$ cat src/rtl/sub_serial_pkg.sv
// Shared types and helpers for the bit-serial subtractor and any future serial ALU ops.
package sub_serial_pkg;

    localparam int DEFAULT_WIDTH = 4;

    typedef enum logic [1:0] {
        IDLE = 2'd0,
        RUN  = 2'd1,
        DONE = 2'd2
    } state_t;

    typedef struct packed {
        logic d;
        logic bout;
    } fs_t;

    // One-bit full subtractor: d = a - b - bin, bout set when the bit underflows.
    function automatic fs_t full_sub(input logic a, input logic b, input logic bin);
        fs_t res;
        res.d    = a ^ b ^ bin;
        res.bout = (~a & b) | (~(a ^ b) & bin);
        return res;
    endfunction

endpackage

$ cat src/rtl/sub_serial_if.sv
// Operand/result bundle for sub_serial; master drives operands, slave returns results.
interface sub_serial_if
    import sub_serial_pkg::*;
#(
    parameter int WIDTH = DEFAULT_WIDTH
);
    logic             i_start;
    logic [WIDTH-1:0] i_a;
    logic [WIDTH-1:0] i_b;
    logic             i_bin;
    logic             o_busy;
    logic             o_done;
    logic [WIDTH-1:0] o_d;
    logic             o_bout;
    logic             o_z;

    modport master (
        output i_start, i_a, i_b, i_bin,
        input  o_busy, o_done, o_d, o_bout, o_z
    );

    modport slave (
        input  i_start, i_a, i_b, i_bin,
        output o_busy, o_done, o_d, o_bout, o_z
    );
endinterface

$ cat src/rtl/sub_serial_full_sub_cell.sv
// Combinational single-bit full subtractor; the only arithmetic in the serial datapath.
module full_sub_cell
    import sub_serial_pkg::*;
(
    input  logic i_a,
    input  logic i_b,
    input  logic i_bin,
    output logic o_d,
    output logic o_bout
);
    fs_t w_res;

    always_comb begin
        w_res  = full_sub(i_a, i_b, i_bin);
        o_d    = w_res.d;
        o_bout = w_res.bout;
    end
endmodule

$ cat src/rtl/sub_serial.sv
// Bit-serial subtractor D = A - B - Bin, LSB first, one bit per clock, with start/done handshake.
module sub_serial
    import sub_serial_pkg::*;
#(
    parameter int WIDTH = DEFAULT_WIDTH
)(
    input  logic         clk,
    input  logic         rst,
    sub_serial_if.slave  bus
);
    localparam int CW = $clog2(WIDTH);

    state_t           r_state;
    state_t           w_state_next;
    logic [WIDTH-1:0] r_a;
    logic [WIDTH-1:0] r_b;
    logic [WIDTH-1:0] r_res;
    logic             r_br;
    logic [CW-1:0]    r_cnt;
    logic [WIDTH-1:0] r_d;
    logic             r_bout;
    logic             r_z;

    logic             w_accept;
    logic             w_last;
    logic             w_d;
    logic             w_bout;
    logic [WIDTH-1:0] w_res_shift;
    logic             w_busy;
    logic             w_done;

    assign w_accept    = bus.i_start && ((r_state == IDLE) || (r_state == DONE));
    assign w_last      = (r_cnt == CW'(WIDTH - 1));
    // Difference bits enter from the MSB side so bit 0 ends up at the LSB after WIDTH shifts.
    assign w_res_shift = {w_d, r_res[WIDTH-1:1]};

    full_sub_cell u_cell (
        .i_a    (r_a[0]),
        .i_b    (r_b[0]),
        .i_bin  (r_br),
        .o_d    (w_d),
        .o_bout (w_bout)
    );

    always_ff @(posedge clk or posedge rst) begin
        if (rst) begin
            r_state <= IDLE;
        end else begin
            r_state <= w_state_next;
        end
    end

    always_comb begin
        w_state_next = r_state;
        case (r_state)
            IDLE:    if (bus.i_start) w_state_next = RUN;
            RUN:     if (w_last)      w_state_next = DONE;
            DONE:    w_state_next = bus.i_start ? RUN : IDLE;
            default: w_state_next = IDLE;
        endcase
    end

    always_comb begin
        w_busy = (r_state == RUN);
        w_done = (r_state == DONE);
    end

    assign bus.o_busy = w_busy;
    assign bus.o_done = w_done;
    assign bus.o_d    = r_d;
    assign bus.o_bout = r_bout;
    assign bus.o_z    = r_z;

    always_ff @(posedge clk or posedge rst) begin
        if (rst) begin
            r_a   <= '0;
            r_b   <= '0;
            r_res <= '0;
            r_br  <= 1'b0;
            r_cnt <= '0;
        end else if (w_accept) begin
            r_a   <= bus.i_a;
            r_b   <= bus.i_b;
            r_res <= '0;
            r_br  <= bus.i_bin;
            r_cnt <= '0;
        end else if (r_state == RUN) begin
            r_a   <= r_a >> 1;
            r_b   <= r_b >> 1;
            r_res <= w_res_shift;
            r_br  <= w_bout;
            if (!w_last) begin
                r_cnt <= r_cnt + CW'(1);
            end
        end
    end

    // Published results move only on the edge that finishes the last bit.
    always_ff @(posedge clk or posedge rst) begin
        if (rst) begin
            r_d    <= '0;
            r_bout <= 1'b0;
            r_z    <= 1'b0;
        end else if ((r_state == RUN) && w_last) begin
            r_d    <= w_res_shift;
            r_bout <= w_bout;
            r_z    <= ~|w_res_shift;
        end
    end
endmodule
$ cat src/flat_wrapper.sv
// flat-port wrapper written by rule: the top's interface ports become plain ports
module sub_serial_flat import sub_serial_pkg::*;
#(
    parameter int WIDTH = DEFAULT_WIDTH
)
  (clk, rst, bus_i_start, bus_i_a, bus_i_b, bus_i_bin, bus_o_busy, bus_o_done, bus_o_d, bus_o_bout, bus_o_z);
  sub_serial_if #(.WIDTH(WIDTH)) bus_i ();
  input  logic clk;
  input  logic rst;
  input wire logic [$bits(bus_i.i_start)-1:0] bus_i_start;
  input wire logic [$bits(bus_i.i_a)-1:0] bus_i_a;
  input wire logic [$bits(bus_i.i_b)-1:0] bus_i_b;
  input wire logic [$bits(bus_i.i_bin)-1:0] bus_i_bin;
  output wire logic [$bits(bus_i.o_busy)-1:0] bus_o_busy;
  output wire logic [$bits(bus_i.o_done)-1:0] bus_o_done;
  output wire logic [$bits(bus_i.o_d)-1:0] bus_o_d;
  output wire logic [$bits(bus_i.o_bout)-1:0] bus_o_bout;
  output wire logic [$bits(bus_i.o_z)-1:0] bus_o_z;
  assign bus_i.i_start = bus_i_start;
  assign bus_i.i_a = bus_i_a;
  assign bus_i.i_b = bus_i_b;
  assign bus_i.i_bin = bus_i_bin;
  assign bus_o_busy = bus_i.o_busy;
  assign bus_o_done = bus_i.o_done;
  assign bus_o_d = bus_i.o_d;
  assign bus_o_bout = bus_i.o_bout;
  assign bus_o_z = bus_i.o_z;
  sub_serial #(.WIDTH(WIDTH)) u_core (.clk(clk), .rst(rst), .bus(bus_i));
endmodule
$ cat config.mk
export PLATFORM = sky130hd
export DESIGN_NAME = sub_serial_flat
export DESIGN_NICKNAME = d
export VERILOG_FILES = /design/src/rtl/sub_serial_pkg.sv /design/src/rtl/sub_serial_if.sv /design/src/rtl/sub_serial_full_sub_cell.sv /design/src/rtl/sub_serial.sv /design/src/flat_wrapper.sv
export SDC_FILE = /design/constraint.sdc
export NUM_CORES = 1
export LEC_CHECK = 0
export ABC_AREA = 1
export CELL_PAD_IN_SITES_DETAIL_PLACEMENT = 1
export CELL_PAD_IN_SITES_GLOBAL_PLACEMENT = 1
export CORE_ASPECT_RATIO = 1.75
export CORE_MARGIN = 2
export CORE_UTILIZATION = 37
export DETAILED_ROUTE_END_ITERATION = 8
export HOLD_SLACK_MARGIN = 0.03
export PLACE_DENSITY_LB_ADDON = 0.1
export SYNTH_ARGS = -nofsm -noshare
export SYNTH_HDL_FRONTEND = slang
export SYNTH_SLANG_ARGS = --single-unit
$ cat constraint.sdc
create_clock -name clk -period 1.6 [get_ports clk]
set_input_delay 0.24 -clock clk [delete_from_list [all_inputs] [get_ports clk]]
set_output_delay 0.24 -clock clk [all_outputs]
set_load 0.005 [all_outputs]
# Yosys cells after proc, flatten, opt, wreduce, memory -nomap -nowiden
# Index checks and enable logic that the tools add are counted.
[word_totals] regBits=23 wordCells=47 latch_bits=0 mem_bits_rw=0 mem_count=0 romBits=0
[classes] bitwise=7 n_addsub=1 mul=0 n_mux=15 div=0 n_reduce_logical=9 magnitude_cmp=0 n_eq_ne=6 n_shift=0
[ops] operator="4-bit 2-to-1 mux" count=6
[ops] operator="2-bit 2-to-1 mux" count=5
[ops] operator="2-bit one-hot mux with 3 select lines" count=1
[ops] operator="2-bit equality test (second input constant)" count=2
[ops] operator="2-bit by 1-bit inequality test with 1-bit output (second input constant)" count=2
[ops] operator="2-bit AND reduction" count=2
[ops] operator="4-bit OR reduction" count=1
[ops] operator="1-bit 2-to-1 mux" count=3
[ops] operator="2-bit by 1-bit adder with 2-bit output (second input constant)" count=1
[ops] operator="1-bit AND" count=2
[ops] operator="2-bit by 1-bit equality test with 1-bit output (second input constant)" count=1
[ops] operator="1-bit logical AND" count=2
[ops] operator="2-bit zero test" count=1
[ops] operator="2-bit inequality test (second input constant)" count=1
[ops] operator="1-bit NOT" count=2
[ops] operator="2-bit nonzero test" count=1
[ops] operator="1-bit XOR" count=2
[ops] operator="1-bit zero test" count=1
[ops] operator="1-bit logical OR" count=1
[ops] operator="1-bit bitwise OR" count=1

# Longest topological paths before layout
# Gate-level depths: netlist of the first run.
[depth] word_depth=6 ltp_mapped=6 mapped_depth_nobuf=5

# Cells and area by module
# A second synthesis of the first run with hierarchy kept.
[hier_totals] cells_unflattened=113 hier_area_um2=1003.5
[modules_own_cells] module="sub_serial" cells_per_inst=109 instances=1 area_each_um2=972.2 seq_area_each_um2=550.5
[modules_own_cells] module="full_sub_cell" cells_per_inst=4 instances=1 area_each_um2=31.3 seq_area_each_um2=0.0

# Worst setup path before layout of the first run
# OpenSTA, ideal clock, no wires.
[synth_path] path_kind="flip-flop to flip-flop" from="reg u_core.r_a[0]" to="reg u_core.r_z, in the netlist u_core.bus.o_z" n_path_buf=0 slack_ps=388 arrival_time_ps=1091 synth_period_minus_slack_ps=1212 t_required_ps=1479 setup_ps=121 path_stages_with_launch=5 path_cell_list="dfrtp_1 > fa_1 > nor2_1 > nand2_1 > o21ai_1"
[synth_via] elab_chain_cells=4
[synth_rtl] item="from (decl)" line="sub_serial.sv:15" rtl="logic [WIDTH-1:0] r_a;"
[synth_rtl] item="from (signal assigned)" line="sub_serial.sv:82" rtl="r_a <= bus.i_a;"
[synth_rtl] item="from (signal assigned)" line="sub_serial.sv:88" rtl="r_a <= r_a >> 1;"
[synth_rtl] item="1-bit XOR (2 in a row)" line="sub_serial_pkg.sv:20" rtl="res.d = a ^ b ^ bin;"
[synth_rtl] item="net u_core.u_cell.o_d" line="sub_serial_full_sub_cell.sv:8" rtl="output logic o_d,"
[synth_rtl] item="4-bit OR reduction" line="sub_serial.sv:107" rtl="r_z <= ~|w_res_shift;"
[synth_rtl] item="1-bit zero test" line="sub_serial.sv:107"
[synth_rtl] item="to (signal assigned)" line="sub_serial.sv:107"
[synth_rtl] item="to (decl)" line="sub_serial.sv:22" rtl="logic r_z;"
# The timed path passes the listed nets, and every way through them passes these cells.
# A chain may end at the register's enable or synchronous reset.

# Final worst setup path of the first run
[layout_path] from="reg u_core.r_state[1]" to="out bus_o_done"
[layout_via] elab_chain_cells=1
[layout_rtl] item="from (decl)" line="sub_serial.sv:13" rtl="state_t r_state;"
[layout_rtl] item="from (signal assigned)" line="sub_serial.sv:49" rtl="r_state <= w_state_next;"
[layout_rtl] item="2-bit equality test" line="sub_serial.sv:65" rtl="w_done = (r_state == DONE);"
[layout_rtl] item="to (decl)" line="flat_wrapper.sv:15" rtl="output wire logic [$bits(bus_i.o_done)-1:0] bus_o_done;"
# Every way passes these cells.

==> metrics.md, run 1 <==
| Metric | Value |
|---|---|
| CP Class | reg2out |
| Clk_lat worst skew | 0.26 ns |
| Worst Setup EP | bus_o_done |
| Total CTS buffers | 3 |
| CP Capture Type | primary output |
| Global route overflow | 0 |
| Met3 wire length | ~55 um |
| Fin. Hold Viols | 0 |
| Placed Instance Area | 0.00121 sq mm |
| Seq/Total Area, Yosys | between 50% and 60% |
| Crit-path cells | inv_2 -> nor2_1 -> dlygate4sd2_1 |
| Netlist Area Pre-Place | 0.00101 sq mm |
| Power Total | 2.41 mW |
| First drt pass iteration count | 4 |
| Mapped Avg Cell Area | 8.98 sq um |
| Dominant cell type by area after synthesis | dfrtp_1 |
| Synthesized Nets | 126 |
| Post-synth top cells | 34 x nand2_1, 22 x dfrtp_1, 20 x nand3_1 |
| DIE AREA | approximately 0.0032 sq mm |
| Post-synth EDFFs | 0 |
| Synth Instances | 112 |
| IO buf count | 19 |
| Reg-to-reg slack, setup | 0.28 ns |
| Fill cell count | 335 |
| Finish-stage setup viols | 0 |
| Post-CTS setup buffer count | 0 |
| Post-DP HPWL | 1620 um |
| Synth top area share | 54.7% |
| DRC viols | 0 |
| Unrepaired setup endpoints after global routing | false |
| Vias per cell | 5.03 |
| Layout cells sized above 1 | 9.77% |
| Worst-path clk slew | 0.08 ns |
| Die Y | 73.0 um |
| Maxcap violations | 0 |
| Setup crit start kind | flop |
| IO Count | 20 |
| TritonCTS clock tree | yes |
| Peak supply drop | about 1.0 mV |
| Worst path buffer plus inverter count | 2 |
| Setup TNS | 0 ns |
| Critical Path Max Stage Delay | 0.42 ns |
| H-tree depth | 1 |
| Clock period minus worst slack | between 1 and 1.5 ns |
| Routed length per instance | 13.5 um |
| Clock Path Buffers | 2 |
| Design area | around 0.0012 sq mm |
| All-layer global routing usage | 17.0% |
| Hold crit path type | in2async |
| Crit path from | u_core.r_state[1] |
| FF-to-FF End | u_core.bus.o_z |
| Worst-margin pin slew | 0.332 ns |
| Clock Skews | 0.00387 ns |
| Vias after detailed routing | roughly 800 |
| Die W | roughly 43 um |
| Top Layer Used | met4 |
| Global-route wire length before repair | 3940 um |
| Area growth syn-to-layout | 24.3% |
| Rel. slew slack | roughly 78% |
| Pwr/cell area | 1930 mW/mm^2 |
| Max-slew violation count | 0 |
| Pin count of the biggest net entering global routing | 23 |
| First DRT Iteration DRCs | 26 |
| Critical path required time | 1.36 ns |
| CTS root buffer | clkbuf_8 |
| Synth top area cells | dfrtp_1 55%, nand2_1 13%, nand3_1 10%, inv_1 4.1%, o21ai_1 4.0% |
| Leading register cell type out of synthesis | dfrtp_1 |
| Clock sinks | 22 |
| Hold Slack | 0.318 ns |
| GPL Wtd Cong | 0.702 |
| Worst path depth | 3 |
| Core outline area | 0.00266 sq mm |
| Fin crit share | 85.9% |
| Max frequency | slightly above 700 MHz |
| Met1 wire length | 889 um |
| Status | finished clean |
| Met2 WL | between 1000 and 1500 um |
| Most frequent cell after synthesis | nand2_1 |
| Ys Warns | 0 |
| Final #Nets | 149 |
| Worst R2R Start | u_core.r_a[0] |
| CP max-delay cell | dfrtp_1 |
| Antenna violations before repair | 0 |
| Leakage | between 0.6 and 0.7 nW |
| Initial Util | 37.8% |
| Antenna cells | 0 |
| Post-Route WL | 2160 um |
| Row cnt | 25 |
| Crit path max-delay family | flip-flops |
| Post-DRT Antenna Nets | 0 |
| Cell variety after synth | 18 |
| Crit path DAT | 1.13 ns |
| R2R depth | 4 |
| Number of global-route vias before repair | 861 |
| Crit path max fanout | 5 |
| Synth async-reset ratio | 100% |
| FF+latch count, synth | 22 |
==> registers in the layout, summed over array words and instances, names as in the netlist <==
register / cells
u_core.bus.o_bout: 1
u_core.bus.o_d: 4
u_core.bus.o_z: 1
u_core.r_a: 4
u_core.r_b: 4
u_core.r_br: 1
u_core.r_cnt: 2
u_core.r_res: 3
u_core.r_state: 2
==> final cells by class <==
type / instances / area (sq um) / area share, %
flip-flops and latches: 22 / 551 / 44.0
multi-input cells: 73 / 363 / 29.0
repair buffers: 22 / 210 / 16.8
inverters: 13 / 51.3 / 4.10
clock buffers: 3 / 41.3 / 3.30
well taps: 27 / 33.8 / 2.70
==> cells in the final DEF, fill, tap and decap left out, types with 2 or more instances in the layout <==
cell type        count
nand2_1             34
dfrtp_1             22
nand3_1             20
clkdlybuf4s50_1     17
inv_1               11
o21ai_1              8
nor2_1               3
clkbuf_8             3
buf_4                3
dlygate4sd2_1        2
==> report_power, final <==
group / total [mW] / internal [mW] / switching [mW]
registers: 0.964 / 0.808 / 0.157
clock network: 0.341 / 0.168 / 0.173
logic: 1.10 / 0.495 / 0.606
==> routing by layer <==
metal  vias to the layer above  track usage [%]
li1                        396                -
met1                       386             19.2
met2                        18             30.5
met3                         4             2.23
met4                         0             8.08
met5                         -                0
==> worst min path at each step <==
stage / depth (start not counted) / endpoint / start / slack [ns]
after detailed placement: 2 / u_core.bus.o_d[3] / u_core.bus.o_d[3] / 0.47
final: 3 / u_core.bus.o_d[1] / rst / 0.32
after global routing: 3 / u_core.r_cnt[0] / rst / 0.37
after floorplan: 1 / u_core.bus.o_bout / rst / 0.23
after global placement: 2 / u_core.bus.o_d[3] / u_core.bus.o_d[3] / 0.46
after CTS: 3 / u_core.r_cnt[0] / rst / 0.33
==> through the flow <==
step | worst slack [ns] | std cells | utilization, %
2_1_floorplan | 0.388 | 112 | -
3_3_place_gp | 0.275 | 157 | 45.6
3_5_place_dp | 0.236 | 157 | 45.6
4_1_cts | 0.211 | 160 | 47.0
5_1_grt | 0.158 | 160 | 47.0
6_report | 0.226 | 160 | 47.0
==> tightest hold or removal path: cells and delay by family <==
family                 cells  cell delay (ns)
buffers and inverters      3             0.73
==> timing repair <==
action                                  CTS  global route
endpoints found under the setup margin    2             0
resized for setup                         2             0
hold buffers                              0             0
==> kinds of logic after synthesis <==
logic type	Yosys count	synth area share, %
flops	22	54.7
buf+inv	17	9.20
simple gates	63	28.9
fa+ha+maj	2	3.23
compound gates	8	3.98
Power figures use the tool's default switching activity.
==> run 2: changes to the inputs <==
--- a/config.mk
+++ b/config.mk
@@ -12,6 +12,7 @@
 export CORE_MARGIN = 2
 export CORE_UTILIZATION = 37
 export DETAILED_ROUTE_END_ITERATION = 8
+export GPL_TIMING_DRIVEN = 0
 export HOLD_SLACK_MARGIN = 0.03
 export PLACE_DENSITY_LB_ADDON = 0.1
 export SYNTH_ARGS = -nofsm -noshare
==> run 2 against run 1 <==
- clock power decreased by 1%
- clock skew is 0.0016 ns lower
- routed wire length shrank 3.5%
- global-route usage is 1.6 points lower
- die area unchanged
- critical endpoint is now bus_o_busy
- largest cell class unchanged
==> metrics.md, run 2 (synthesis results as in run 1) <==
| Metric | Value |
|---|---|
| CP Class | reg2out |
| Storage cell area | 551 sq um |
| Layout cells sized above 1 | approximately an eighth |
| Crit path from | u_core.r_state[0] |
| Status | finished clean |
| Pin count of the biggest net entering global routing | 23 |
| Die Y | 73.0 um |
| CTS root buffer | clkbuf_8 |
| Worst R2R Start | u_core.r_a[0] |
| Area occupied by multi-input gates | ~360 sq um |
| DIE AREA | 0.00317 sq mm |
| Worst path buffer plus inverter count | 4 |
| IO buf count | 19 |
| Max frequency | 677 MHz |
| Vias per cell | 5.01 |
| Post-Route WL | 2080 um |
| FF-to-FF End | u_core.bus.o_z |
| Clock Skews | 0.00230 ns |
| Initial Util | 37.8% |
| Pwr/cell area | 1940 mW/mm^2 |
| CP Capture Type | primary output |
| Worst-margin pin slew | 0.843 ns |
| Clk_lat worst skew | 0.26 ns |
| Setup TNS | 0 ns |
| DRC viols | 0 |
| Peak supply drop | 0.868 mV |
| Reg-to-reg slack, setup | 0.29 ns |
| Leakage | 0.644 nW |
| Crit path DAT | 1.24 ns |
| Worst-path clk slew | 0.08 ns |
| Hold crit path type | in2async |
| Max-slew violation count | 0 |
| Row cnt | 25 |
| Critical Path Max Stage Delay | 0.38 ns |
| Fin crit share | 92.3% |
| Global-route wire length before repair | 3710 um |
| Fill cell count | 315 |
| Maxcap violations | 0 |
| CP max-delay cell | dfrtp_1 |
| Setup crit start kind | flop |
| Final #Nets | 153 |
| First drt pass iteration count | 4 |
| Critical path required time | roughly 1.4 ns |
| Clock sinks | 22 |
| TritonCTS clock tree | yes |
| Clock Path Buffers | 2 |
| Antenna cells | 0 |
| Placed Instance Area | 0.00123 sq mm |
| R2R depth | 4 |
| Worst Setup Slack, final | 0.123 ns |
| Most frequent cells in the layout | 34 x nand2_1, 22 x dfrtp_1, 20 x nand3_1 |
| Post-Place Setup Slack | 0.0887 ns |
| Clock period minus worst slack | approximately 1.5 ns |
| Unrepaired setup endpoints after global routing | false |
| Vias after detailed routing | 821 |
| Post-DP HPWL | around 1600 um |
| Hold Slack | 0.452 ns |
| GPL Wtd Cong | 0.766 |
| Crit path max fanout | 4 |
| Number of global-route vias before repair | 868 |
| Rel. slew slack | 43.7% |
| Design area | 0.00129 sq mm |
| Crit-path most repeated cell | buf_6 |
| Die W | 43.4 um |
| All-layer global routing usage | between 10% and 20% |
| First DRT Iteration DRCs | 10 |
| Antenna violations before repair | 0 |
| Crit-path cells | buf_6 -> inv_4 -> nor2_4 -> buf_6 -> dlygate4sd2_1 |
| DP Cell Count | approximately 160 |
| Post-DRT Antenna Nets | 0 |
| H-tree depth | 1 |
| Global route overflow | 0 |
| Routed length per instance | 12.7 um |
| Area growth syn-to-layout | 28.4% |
| IO Count | 20 |
| Non-filler instance count after layout | 164 |
| Fin. Hold Viols | 0 |
| Crit path max-delay family | buffers and inverters |
| Core outline area | 0.00266 sq mm |
| Finish-stage setup viols | 0 |
| Leading cell type in the layout, fill and taps excluded | nand2_1 |
| Total CTS buffers | 3 |
==> run 2: changes by cell type in the layout (fill, tap and decap cells not counted) <==
cell,before,now
buf_6,0,3
buf_4,3,4
==> run 2: layout make-up <==
class / instances / share of cell area, %
Multi-Input combinational cell: 73 / 28.1
Buffer: 4 / 3.20
Tap cell: 27 / 2.62
Sequential cell: 22 / 42.6
Clock buffer: 3 / 3.20
Inverter: 13 / 3.97
Timing Repair Buffer: 22 / 16.3
==> run 2: metal layers <==
layer  global-route usage, %  up-vias  wire, um
li1                        -      405         -
met1                    18.1      399       828
met2                    27.9       15      1180
met3                    1.49        2        47
met4                    6.06        0        21
met5                       0        -         0
==> run 2: repair_timing <==
item	4_1_cts	5_1_grt
setup endpoints to repair	2	0
resized for setup	2	0
hold buffers	0	0
buffers inserted	3	0
==> run 2: how the worst max path moves through the flow <==
stage | end | slack [ns] | cells after the start
5_1_grt | bus_o_busy | 0.08 | 5
2_1_floorplan | u_core.bus.o_z | 0.39 | 4
6_report | bus_o_busy | 0.12 | 5
3_3_place_gp | bus_o_busy | 0.09 | 5
3_5_place_dp | bus_o_busy | 0.09 | 5
4_1_cts | bus_o_busy | 0.11 | 5
==> run 2: where the power goes <==
group,internal (mW),total (mW),switching (mW),leakage (nW)
Clock,0.168,0.337,0.169,0.0216
Sequential,0.808,0.948,0.140,0.278
Combinational,0.583,1.22,0.641,0.344
Total,1.56,2.51,0.950,0.644
==> run 2: metrics by stage <==
| step | util [%] | power [mW] |
|---|---|---|
| 3_5_place_dp | 46.3 | 2.16 |
| 2_1_floorplan | - | 1.73 |
| 3_3_place_gp | 46.3 | 2.11 |
| 4_1_cts | 48.6 | 2.56 |
| 5_1_grt | 48.6 | 2.74 |
| 6_report | 48.6 | 2.51 |
